===== src/rtl/ram_bist_if.sv =====
// ram_bist_if: BIST control, RAM drive and result signals
interface ram_bist_if #(
  parameter int AW = 7,
  parameter int DW = 8
);
  logic          start;
  logic          en;
  logic [DW-1:0] q;
  logic [AW-1:0] a;
  logic [DW-1:0] d;
  logic          we;
  logic          busy;
  logic          done;
  logic          pass;
  logic [AW-1:0] fail_addr;
  logic [7:0]    err_cnt;
  modport master(input start, en, q, output a, d, we, busy, done, pass, fail_addr, err_cnt);
  modport slave(output start, en, q, input a, d, we, busy, done, pass, fail_addr, err_cnt);
endinterface


===== src/rtl/ram_bist.sv =====
// ram_bist: two-pass march self-test initiator for a single-port RAM with registered read data
module ram_bist #(
  parameter int            AW    = 7,
  parameter int            DW    = 8,
  parameter int            DEPTH = 128,
  parameter logic [DW-1:0] SEED  = 8'hA5
) (
  input logic        clk,
  input logic        rst,
  ram_bist_if.master bus
);
  typedef enum logic [2:0] {IDLE, WRITE, READ, FLUSH, DONE} state_t;
  localparam logic [AW-1:0] LAST = AW'(DEPTH - 1);
  state_t        state_q, state_d;
  logic [AW-1:0] addr_q, addr_d, fail_q, fail_d, cmp_addr;
  logic          ph_q, ph_d, skip_q, skip_d, seen_q, seen_d, cmp, mism;
  logic [7:0]    err_q, err_d;
  logic [DW-1:0] d_q, d_d;
  logic          we_q, we_d, busy_q, busy_d, done_q, done_d, pass_q, pass_d;
  function automatic logic [DW-1:0] pat(input logic [AW-1:0] ad, input logic ph);
    return (DW'(ad) ^ SEED) ^ {DW{ph}};
  endfunction
  // march sequencing; a READ step consumes the word fetched by the previous step
  always_comb begin
    state_d  = state_q;
    addr_d   = addr_q;
    ph_d     = ph_q;
    skip_d   = skip_q;
    err_d    = err_q;
    fail_d   = fail_q;
    seen_d   = seen_q;
    cmp      = 1'b0;
    cmp_addr = addr_q - AW'(1);
    case (state_q)
      IDLE, DONE: if (bus.start) begin
        state_d = WRITE;
        addr_d  = '0;
        ph_d    = 1'b0;
        skip_d  = 1'b0;
        err_d   = '0;
        fail_d  = '0;
        seen_d  = 1'b0;
      end
      WRITE: if (bus.en) begin
        addr_d  = addr_q == LAST ? '0 : addr_q + AW'(1);
        state_d = addr_q == LAST ? READ : WRITE;
        skip_d  = addr_q == LAST;
      end
      READ: if (bus.en) begin
        cmp     = !skip_q;
        skip_d  = 1'b0;
        addr_d  = addr_q == LAST ? addr_q : addr_q + AW'(1);
        state_d = addr_q == LAST ? FLUSH : READ;
      end
      FLUSH: if (bus.en) begin
        cmp      = 1'b1;
        cmp_addr = LAST;
        ph_d     = 1'b1;
        addr_d   = ph_q ? addr_q : '0;
        state_d  = ph_q ? DONE : WRITE;
      end
      default: state_d = IDLE;
    endcase
    mism = cmp && (bus.q != pat(cmp_addr, ph_q));
    if (mism) begin
      err_d  = err_q == 8'hFF ? err_q : err_q + 8'd1;
      fail_d = seen_q ? fail_q : cmp_addr;
      seen_d = 1'b1;
    end
  end
  // registered RAM drive and status derived from the next state
  always_comb begin
    we_d   = state_d == WRITE;
    d_d    = we_d ? pat(addr_d, ph_d) : '0;
    busy_d = state_d inside {WRITE, READ, FLUSH};
    done_d = state_d == DONE;
    pass_d = done_d && err_d == 8'd0;
  end
  // all state and outputs, synchronous active-low reset
  always_ff @(posedge clk) begin
    if (!rst) begin
      state_q <= IDLE;
      addr_q  <= '0;
      ph_q    <= 1'b0;
      skip_q  <= 1'b0;
      err_q   <= '0;
      fail_q  <= '0;
      seen_q  <= 1'b0;
      d_q     <= '0;
      we_q    <= 1'b0;
      busy_q  <= 1'b0;
      done_q  <= 1'b0;
      pass_q  <= 1'b0;
    end else begin
      state_q <= state_d;
      addr_q  <= addr_d;
      ph_q    <= ph_d;
      skip_q  <= skip_d;
      err_q   <= err_d;
      fail_q  <= fail_d;
      seen_q  <= seen_d;
      d_q     <= d_d;
      we_q    <= we_d;
      busy_q  <= busy_d;
      done_q  <= done_d;
      pass_q  <= pass_d;
    end
  end
  assign bus.a         = addr_q;
  assign bus.d         = d_q;
  assign bus.we        = we_q;
  assign bus.busy      = busy_q;
  assign bus.done      = done_q;
  assign bus.pass      = pass_q;
  assign bus.fail_addr = fail_q;
  assign bus.err_cnt   = err_q;
endmodule


===== src/flat_wrapper.sv =====
// flat-port wrapper written by rule: the top's interface ports become plain ports
module ram_bist_flat 
#(
  parameter int            AW    = 7,
  parameter int            DW    = 8,
  parameter int            DEPTH = 128,
  parameter logic [DW-1:0] SEED  = 8'hA5
)
  (clk, rst, bus_start, bus_en, bus_q, bus_a, bus_d, bus_we, bus_busy, bus_done, bus_pass, bus_fail_addr, bus_err_cnt);
  ram_bist_if #(.AW(AW), .DW(DW)) bus_i ();
  input logic clk;
  input logic rst;
  input wire logic [$bits(bus_i.start)-1:0] bus_start;
  input wire logic [$bits(bus_i.en)-1:0] bus_en;
  input wire logic [$bits(bus_i.q)-1:0] bus_q;
  output wire logic [$bits(bus_i.a)-1:0] bus_a;
  output wire logic [$bits(bus_i.d)-1:0] bus_d;
  output wire logic [$bits(bus_i.we)-1:0] bus_we;
  output wire logic [$bits(bus_i.busy)-1:0] bus_busy;
  output wire logic [$bits(bus_i.done)-1:0] bus_done;
  output wire logic [$bits(bus_i.pass)-1:0] bus_pass;
  output wire logic [$bits(bus_i.fail_addr)-1:0] bus_fail_addr;
  output wire logic [$bits(bus_i.err_cnt)-1:0] bus_err_cnt;
  assign bus_i.start = bus_start;
  assign bus_i.en = bus_en;
  assign bus_i.q = bus_q;
  assign bus_a = bus_i.a;
  assign bus_d = bus_i.d;
  assign bus_we = bus_i.we;
  assign bus_busy = bus_i.busy;
  assign bus_done = bus_i.done;
  assign bus_pass = bus_i.pass;
  assign bus_fail_addr = bus_i.fail_addr;
  assign bus_err_cnt = bus_i.err_cnt;
  ram_bist #(.AW(AW), .DW(DW), .DEPTH(DEPTH), .SEED(SEED)) u_core (.clk(clk), .rst(rst), .bus(bus_i));
endmodule

===== config.mk =====
export PLATFORM = sky130hd
export DESIGN_NAME = ram_bist_flat
export DESIGN_NICKNAME = d
export VERILOG_FILES = /design/src/rtl/ram_bist_if.sv /design/src/rtl/ram_bist.sv /design/src/flat_wrapper.sv
export SDC_FILE = /design/constraint.sdc
export NUM_CORES = 1
export LEC_CHECK = 0
export BUFFER_PORTS_ARGS = -buffer_cell sky130_fd_sc_hd__buf_4
export CAP_MARGIN = 5
export CORE_MARGIN = 4
export CORE_UTILIZATION = 40
export DETAILED_ROUTE_END_ITERATION = 8
export PLACE_DENSITY = 0.61
export SLEW_MARGIN = 40
export SYNTH_ARGS = -nofsm -noshare
export SYNTH_HDL_FRONTEND = slang
export SYNTH_SLANG_ARGS = --single-unit

===== constraint.sdc =====
create_clock -name clk -period 8 [get_ports clk]
set_input_delay 1.2 -clock clk [delete_from_list [all_inputs] [get_ports clk]]
set_output_delay 1.2 -clock clk [all_outputs]
set_load 0.03 [all_outputs]

==> results.sh, run 1 <==
export IMPL_relSlewSlack_pct=52.92
export IMPL_num_vias=2208
export IMPL_drc_errors=0
export IMPL_p_leak_nw=1.139
export IMPL_placed_area_um2=2724
export IMPL_ir_drop_mv=0.06932
export IMPL_grt_pass1_vias=2050
export IMPL_cts_root_buf="clkbuf_8"
export IMPL_endpoint="u_core.bus.fail_addr[6]"
export IMPL_die_h_um=84.71
export IMPL_hp_class="reg -> reg"
export IMPL_numPortBuffers=45
export IMPL_die_w_um=84.71
export IMPL_rr_worst_depth=10
export IMPL_grt_max_degree=20
export IMPL_timing_rr_end="u_core.bus.fail_addr[6]"
export IMPL_drt_vias_per_instance=5.452
export IMPL_synth_area_um2=2354
export IMPL_synth_simple_area_share_pct=32.22
export IMPL_gp_congestion=0.8507
export IMPL_synth_edf_count=0
export IMPL_post_synth_fa_ha_maj_area_fraction_pct=2.127
export IMPL_fin_nets=348
export IMPL_ctsHoldBuffers=0
export IMPL_synth_area_mux_share_pct=1.382
export IMPL_overflow=0
export IMPL_path_max_fanout=18
export IMPL_syn_instance_count=293
export IMPL_wl_per_cell_um=14.68
export IMPL_tightest_slew_ns=0.6952
export IMPL_clockBufferDepth=2
export IMPL_cts_buffers=5
export IMPL_wl_um=5947
export IMPL_diodes=0
export IMPL_start_kind="primary input"
export IMPL_crit_path_end_kind="register"
export IMPL_grt_setup_unrepaired="no"
export IMPL_final_common_cell="buf_4"
export IMPL_cts_max_level=2
export IMPL_post_cts_buffers=0
export IMPL_cap_violations=0
export IMPL_cp_arrival_ns=3.87
export IMPL_cp_startpoint="bus_en"
export IMPL_rows=27
export IMPL_core_area_um2=5608
export IMPL_synthArstFlopShare_pct=0
export IMPL_track_usage_pct=17.30
export IMPL_path_cells="buf_4, nand4b_2, nand2_1, xnor2_1, or4_1, a2111oi_4, nor3_2, and3_1, o21a_1"
export IMPL_hold_violations=0
export IMPL_antenna_found_initial=0
export IMPL_cts_tree="yes"
export IMPL_start_util_pct=41.97
export IMPL_finalCriticalPeriod_ns=3.686
export IMPL_layout_common_cells="buf_4 (45), dfxtp_1 (40), nand2_1 (35)"
export IMPL_ant_nets=0
export IMPL_drive_gt1_share_pct=17.72
export IMPL_syn_nets=309
export IMPL_hpwl_um=4375
export IMPL_drtPass1Iterations=4
export IMPL_synth_seq_cells=40
export IMPL_r2r_start="u_core.bus.a[0]"
export IMPL_syn_to_final_growth_pct=19.56
export IMPL_cts_resized=0
export IMPL_crit_slowest_cell="a2111oi_4"
export IMPL_path_clk_slew_ns=0.07
export IMPL_dieArea_um2=7175
export IMPL_setup_tns_ns=0
export IMPL_status="finished, final reports clean"
export IMPL_synth_top_family_by_area="simple AND/OR/NAND/NOR gates"
export IMPL_synth_distinct_cells=58
export IMPL_ys_warnings_count=0
export IMPL_setup_viol=0
export IMPL_clock_sinks=40
export IMPL_ys_flop_type="dfxtp_1"
export IMPL_finalClockSkew_ns=0.005926
export IMPL_drv_slew=0
export IMPL_insertion_delay_ns=0.29
export IMPL_grt_first_pass_wirelength_um=10280
export IMPL_stdcell_area_um2=2814
export IMPL_synthXorXnorAreaFrac_pct=6.326
export IMPL_synth_compound_area_share_pct=19.72
export IMPL_first_iter_violations=136
export IMPL_max_stage_delay_ns=0.70
export IMPL_io_pins=46
export IMPL_fmax_mhz=271.3
export IMPL_critPathRequiredTime_ns=8.18
export IMPL_fin_crit_sh_pct=46.08
export IMPL_hold_depth=2
export IMPL_synth_yosys_seq_area_share_pct=34.02
export IMPL_worstSetupPathType="in -> reg"
export IMPL_syn_avg_cell_area_um2=8.032
export IMPL_p_per_area_nw_per_um2=140.0
export IMPL_worst_r2r_setup_slack_ns=4.57
-- per-layer routing --
metal  vias to the layer above  track usage, %  part of all wire, %
met3                         8           4.711                  6.2
met2                        54           24.98                   43
li1                       1129               -                    -
met1                      1017           24.99                   49
met4                         0           5.036                  1.2
met5                         -               0                    0
-- synth_stat cells (all sizes together) (3+ instances only) --
master / number / area (um^2)
dfxtp: 40 / 800.8
nand2: 35 / 131.4
nor2: 29 / 108.9
xnor2: 14 / 122.6
a21oi: 12 / 60.06
and2: 12 / 75.07
inv: 10 / 37.54
nand3: 10 / 50.05
o21ai: 9 / 45.04
clkbuf: 8 / 30.03
and3: 7 / 43.79
nor3: 7 / 40.04
a31oi: 6 / 37.54
buf: 5 / 27.53
nand2b: 5 / 31.28
nand3b: 5 / 37.54
nor3b: 5 / 37.54
o211ai: 5 / 37.54
a21o: 4 / 30.03
ha: 4 / 50.05
nand4: 4 / 25.02
nor4: 4 / 31.28
o31ai: 4 / 30.03
or3: 4 / 25.02
nor2b: 3 / 18.77
or4: 3 / 26.27
xor2: 3 / 26.28
-- cells by family after synthesis --
group,after synthesis
XOR/XNOR,17
AO/OA/AOI/OAI,64
buffers and inverters,24
multiplexers,3
flip-flops,40
AND/OR/NAND/NOR,141
adder cells (fa/ha/maj),4
-- through the flow --
step	worst slack [ns]	hold slack, ns	instances	utilization, %	power (mW)
4_1_cts	4.307	0.4711	405	50.18	0.3999
3_5_place_dp	3.995	0.4603	397	48.57	0.2618
3_3_place_gp	4.106	0.4539	397	48.57	0.2613
2_1_floorplan	4.429	0.4442	293	-	0.2439
5_1_grt	4.077	0.5048	405	50.18	0.4141
6_report	4.314	0.4665	405	50.18	0.3940
-- state kept, by name, summed over array words and instances (netlist names) --
name                  count
u_core.bus.d              8
u_core.state_q            3
u_core.bus.a              7
u_core.bus.we             1
u_core.seen_q             1
u_core.bus.fail_addr      7
u_core.bus.done           1
u_core.ph_q               1
u_core.bus.err_cnt        8
u_core.bus.pass           1
u_core.bus.busy           1
u_core.skip_q             1
-- report_power, final --
| part | switching (mW) | total [mW] | internal (mW) |
|---|---|---|---|
| Combinational | 0.0323 | 0.0515 | 0.0192 |
| Sequential | 0.00323 | 0.206 | 0.202 |
| Clock | 0.0664 | 0.137 | 0.0704 |
-- worst min path at each step --
stage / start / endpoint / slack, ns
after CTS: u_core.seen_q / u_core.seen_q / 0.47
after detailed placement: u_core.seen_q / u_core.seen_q / 0.46
after global placement: u_core.seen_q / u_core.seen_q / 0.45
after global routing: u_core.skip_q / u_core.skip_q / 0.50
final: u_core.seen_q / u_core.seen_q / 0.47
after floorplan: u_core.skip_q / u_core.skip_q / 0.44
-- area by class of cell --
class | count | area [um^2]
sequential | 40 | 800.8
timing repair buffer | 45 | 337.8
clock buffer | 8 | 90.09
inverter | 11 | 41.29
fill | 589 | 2794
multi-input combinational | 229 | 1454
tap | 72 | 90.09
-- critical path, delay by kind of cell --
family          cells  cell delay (ns)
compound gates      2             0.87
xor+xnor            1             0.09
buf+inv             1             0.19
simple gates        5             1.51
No activity file was read; power rests on OpenSTA's default activity.
==> run 2, diff against run 1 <==
Settings changed: ABC_AREA set to 1, PLACE_DENSITY 0.61 to 0.63.
Clock period 8 ns to 3.2 ns, I/O delays scaled along.
==> results.sh, run 2 <==
export IMPL_cts_resized=0
export IMPL_hpwl_um=4878
export IMPL_first_iter_violations=96
export IMPL_rr_worst_depth=15
export IMPL_synth_distinct_cells=42
export IMPL_synth_area_um2=2442
export IMPL_cts_buffers=5
export IMPL_path_max_fanout=10
export IMPL_layout_common_cells="nand2_1 (75), inv_1 (48), buf_4 (45)"
export IMPL_tightest_slew_ns=0.6931
export IMPL_rows=28
export IMPL_synth_top_area_share_pct=32.79
export IMPL_drt_vias_per_instance=5.013
export IMPL_relSlewSlack_pct=53.49
export IMPL_syn_nets=371
export IMPL_die_h_um=86.14
export IMPL_grt_first_pass_wirelength_um=10470
export IMPL_setup_viol=0
export IMPL_syn_to_final_growth_pct=20.70
export IMPL_start_util_pct=41.25
export IMPL_fin_crit_sh_pct=68.86
export IMPL_hold_ws_ns=0.4258
export IMPL_overflow=0
export IMPL_diodes=0
export IMPL_synthArstFlopShare_pct=0
export IMPL_syn_avg_cell_area_um2=6.880
export IMPL_stdcell_area_um2=2948
export IMPL_crit_slowest_cell="dfxtp_1"
export IMPL_insertion_delay_ns=0.30
export IMPL_clockBufferDepth=2
export IMPL_track_usage_pct=17.60
export IMPL_hp_class="in -> reg"
export IMPL_placed_area_um2=2836
export IMPL_post_cts_buffers=0
export IMPL_synth_edf_count=0
export IMPL_cap_violations=0
export IMPL_num_vias=2391
export IMPL_grt_setup_unrepaired="no"
export IMPL_hold_violations=0
export IMPL_dieArea_um2=7420
export IMPL_cts_tree="yes"
export IMPL_ys_warnings_count=0
export IMPL_final_common_cell="nand2_1"
export IMPL_gp_congestion=0.9940
export IMPL_wl_um=6207
export IMPL_drc_errors=0
export IMPL_ys_flop_type="dfxtp_1"
export IMPL_grt_pass1_vias=2255
export IMPL_finalClockSkew_ns=0.009159
export IMPL_cts_max_level=2
export IMPL_synth_yosys_seq_area_share_pct=32.79
export IMPL_io_pins=46
export IMPL_fillCellCount=616
export IMPL_setup_tns_ns=0
export IMPL_status="finished, final reports clean"
export IMPL_drtPass1Iterations=4
export IMPL_yosysTopAreaCell="dfxtp_1"
export IMPL_drive_gt1_share_pct=21.39
export IMPL_yosysMostFrequentCell="nand2_1"
export IMPL_layout_cells_non_filler=477
export IMPL_path_clk_slew_ns=0.08
export IMPL_wl_per_cell_um=13.01
export IMPL_cts_root_buf="clkbuf_8"
export IMPL_hold_depth=3
export IMPL_netlist_top_cells_count="nand2_1 (75), inv_1 (48), dfxtp_1 (40), nor2_1 (40), nand3_1 (30)"
export IMPL_ant_nets=0
export IMPL_finalWorstSetupSlack_ns=0.9964
export IMPL_numPortBuffers=45
export IMPL_worstSetupPathType="reg -> reg"
export IMPL_grt_max_degree=27
export IMPL_cp_arrival_ns=2.40
export IMPL_max_stage_delay_ns=0.43
export IMPL_ctsHoldBuffers=0
export IMPL_place_inst=469
export IMPL_fin_nets=417
export IMPL_fmax_mhz=453.8
export IMPL_critPathRequiredTime_ns=3.40
export IMPL_p_per_area_nw_per_um2=365.1
export IMPL_finalCriticalPeriod_ns=2.204
export IMPL_ir_drop_mv=0.1892
export IMPL_synth_area_leaders="dfxtp_1 (33%), nand2_1 (12%), inv_1 (7.4%)"
export IMPL_power_mw=1.076
export IMPL_synth_seq_cells=40
export IMPL_crit_path_frequent_cell="nand2_1"
export IMPL_clock_sinks=40
export IMPL_syn_instance_count=355
export IMPL_utilization_pct=49.79
export IMPL_core_area_um2=5921
export IMPL_path_cells="inv_1, ha_1, nand2_1, nand2_1, nand3_1, xor2_1, nand3_1, nor2_4, nand2_4, nand2_8, nand2_1, nand2_1, nor2_1, nand3_1, nor2_1"
export IMPL_drv_slew=0
export IMPL_crit_path_end_kind="register"
export IMPL_place_ws_ns=0.8554
export IMPL_p_leak_nw=1.315
export IMPL_start_kind="register"
export IMPL_die_w_um=86.14
export IMPL_antenna_found_initial=0
run 2: cell types whose count changed after synthesis, moves of 8 or more:
cell	delta
a21oi_1	+10
and2_1	-12
inv_1	+38
nand2_1	+40
nand3_1	+20
nor2_1	+11
o21ai_0	+10
xnor2_1	-8
run 2: path summary, 6_finish.rpt:
check	startpoint	to	slack, ns
max reg2reg	u_core.bus.a[0]	u_core.bus.pass	1.0
min reg2reg	u_core.bus.fail_addr[5]	u_core.bus.fail_addr[5]	0.47
max	u_core.bus.a[0]	u_core.bus.pass	1.0
min	rst	u_core.bus.a[0]	0.43
run 2: where the power goes:
part / internal [mW] / switching, mW / total (mW) / leakage [nW]
clock: 0.231 / 0.189 / 0.419 / 0.0541
sequential: 0.507 / 0.00596 / 0.513 / 0.324
combinational: 0.0487 / 0.0953 / 0.144 / 0.937
run 2: worst max-delay path, delay by kind of cell (launching register included):
kind / cells / cell delay [ns]
xor+xnor: 1 / 0.16
fa+ha+maj: 1 / 0.29
buf+inv: 1 / 0.16
flops: 1 / 0.43
simple gates: 12 / 1.05
run 2: final cells by class:
| type | count | area [um^2] | area share, % |
|---|---|---|---|
| timing repair buffer | 45 | 337.8 | 11.46 |
| tap | 75 | 93.84 | 3.183 |
| inverter | 53 | 203.9 | 6.919 |
| multi-input combinational | 256 | 1400 | 47.50 |
| clock inverter | 3 | 42.54 | 1.443 |
| clock buffer | 5 | 68.82 | 2.334 |
| sequential | 40 | 800.8 | 27.16 |
run 2: kinds of logic (layout without fill, tap and decap cells):
logic type | count (synthesis) | count (layout) | synth area share, %
compound gates | 63 | 63 | 15.98
xor+xnor | 12 | 12 | 4.303
fa+ha+maj | 4 | 4 | 2.049
buf+inv | 59 | 106 | 9.887
flops | 40 | 40 | 32.79
simple gates | 177 | 177 | 34.99
run 2: per-layer routing:
layer	track usage (%)	wire, um	part of all wire, %	vias up
met4	8.345	167	2.7	0
met1	22.55	2906	47	1066
met2	27.33	2717	44	64
met3	4.707	416	6.7	15
met5	0	0	0	-
li1	-	-	-	1246
==> run 3, diff against run 2 <==
Settings changed: ABC_AREA 1 to 0, PLACE_DENSITY 0.63 to 0.61.
Clock period 3.2 ns to 2.14 ns, I/O delays scaled along.
==> results.sh, run 3 (same netlist as run 1, synthesis figures left out) <==
export IMPL_cap_violations=0
export IMPL_tightest_slew_ns=0.4445
export IMPL_finalCriticalPeriod_ns=2.996
export IMPL_path_max_fanout=6
export IMPL_fillCellCount=492
export IMPL_hp_start="rst"
export IMPL_clockBufferDepth=2
export IMPL_core_area_um2=5608
export IMPL_grt_util_met3_pct=4.612
export IMPL_drt_vias_per_instance=5.387
export IMPL_die_w_um=84.71
export IMPL_start_kind="register"
export IMPL_ctsHoldBuffers=0
export IMPL_place_inst=463
export IMPL_drive_gt1_share_pct=46.62
export IMPL_crit_buf_inv=3
export IMPL_layout_cells_non_filler=486
export IMPL_cp_startpoint="u_core.bus.a[0]"
export IMPL_placed_area_um2=3269
export IMPL_syn_to_final_growth_pct=60.71
export IMPL_numPortBuffers=45
export IMPL_ir_drop_mv=0.2879
export IMPL_cts_root_buf="clkbuf_8"
export IMPL_insertion_delay_ns=0.30
export IMPL_io_pins=46
export IMPL_grt_setup_unrepaired="yes"
export IMPL_hold_ws_ns=0.3697
export IMPL_power_mw=1.596
export IMPL_ant_nets=0
export IMPL_violations="negative setup slack"
export IMPL_diodes=0
export IMPL_start_util_pct=41.97
export IMPL_final_common_cell="buf_4"
export IMPL_grt_first_pass_wirelength_um=12030
export IMPL_hpwl_um=5154
export IMPL_relSlewSlack_pct=70.05
export IMPL_p_per_area_nw_per_um2=421.9
export IMPL_setup_viol=32
export IMPL_grt_use_met2_pct=31.96
export IMPL_track_usage_pct=20.57
export IMPL_setup_tns_ns=-14.22
export IMPL_utilization_pct=67.45
export IMPL_fin_crit_sh_pct=140.0
export IMPL_antenna_found_initial=0
export IMPL_crit_slowest_cell="or4b_4"
export IMPL_stdcell_area_um2=3782
export IMPL_cts_tree="yes"
export IMPL_grt_pass1_vias=2451
export IMPL_cts_max_level=2
export IMPL_path_clk_slew_ns=0.08
export IMPL_hold_violations=0
export IMPL_wl_per_cell_um=15.54
export IMPL_fmax_mhz=333.8
export IMPL_crit_path_end_kind="register"
export IMPL_fin_nets=429
export IMPL_p_leak_nw=1.632
export IMPL_layout_common_cells="buf_4 (110), dfxtp_1 (35), nand2_1 (29)"
export IMPL_grt_use_met1_pct=28.65
export IMPL_cts_buffers=5
export IMPL_gp_congestion=0.8242
export IMPL_clock_sinks=40
export IMPL_finalWorstSetupSlack_ns=-0.8562
export IMPL_dieArea_um2=7175
export IMPL_die_h_um=84.71
export IMPL_grt_max_degree=17
export IMPL_drtPass1Iterations=5
export IMPL_max_stage_delay_ns=0.46
export IMPL_path_cells="inv_4, ha_4, or4b_4, or4_4, a22o_1, o311a_4, a2111oi_4, buf_4, buf_12, nor3_4, mux2_4, nor2_1"
export IMPL_r2r_start="u_core.bus.a[0]"
export IMPL_worstSetupPathType="reg -> reg"
export IMPL_place_ws_ns=-0.7990
export IMPL_num_vias=2618
export IMPL_first_iter_violations=181
export IMPL_cp_top_family="simple AND/OR/NAND/NOR gates"
export IMPL_critPathRequiredTime_ns=2.38
export IMPL_drc_errors=0
export IMPL_grt_busiest_layer="met2"
export IMPL_overflow=0
export IMPL_wl_um=7554
export IMPL_cp_arrival_ns=3.24
export IMPL_hp_class="in -> reg"
export IMPL_rows=27
export IMPL_drv_slew=0
export IMPL_status="complete, but fails checks"
export IMPL_finalClockSkew_ns=0.006819
## run 3: final timing paths
check | endpoint | slack, ns | depth (start not counted)
worst max-delay path | u_core.bus.err_cnt[5] | -0.86 | 12
worst min-delay path | u_core.bus.fail_addr[6] | 0.37 | 2
worst max register to register | u_core.bus.err_cnt[5] | -0.86 | 12
worst min register to register | u_core.skip_q | 0.48 | 2
## run 3: where the power goes
part / internal, mW / leakage (nW) / switching (mW)
Combinational: 0.145 / 1.26 / 0.160
Clock: 0.263 / 0.0455 / 0.268
Sequential: 0.754 / 0.328 / 0.00551
Total: 1.16 / 1.63 / 0.434
## run 3: repair_timing
action	4_1_cts	5_1_grt
buffers inserted	5	10
cloned	1	1
pin swaps	17	16
endpoints found under the setup margin	31	33
resized for setup	22	53
## run 3: cell type report
class	instances	area [um^2]	area share (%)
Tap cell	72	90.09	2.382
Inverter	11	43.79	1.158
Multi-Input combinational cell	230	1737	45.91
Timing Repair Buffer	125	1007	26.63
Sequential cell	40	814.5	21.53
Clock buffer	8	90.09	2.382
## run 3: layer usage
metal  part of all wire (%)  wire [um]
met1                     45       3426
met2                     48       3610
met3                    5.0        378
met4                    1.8        138
met5                      0          0
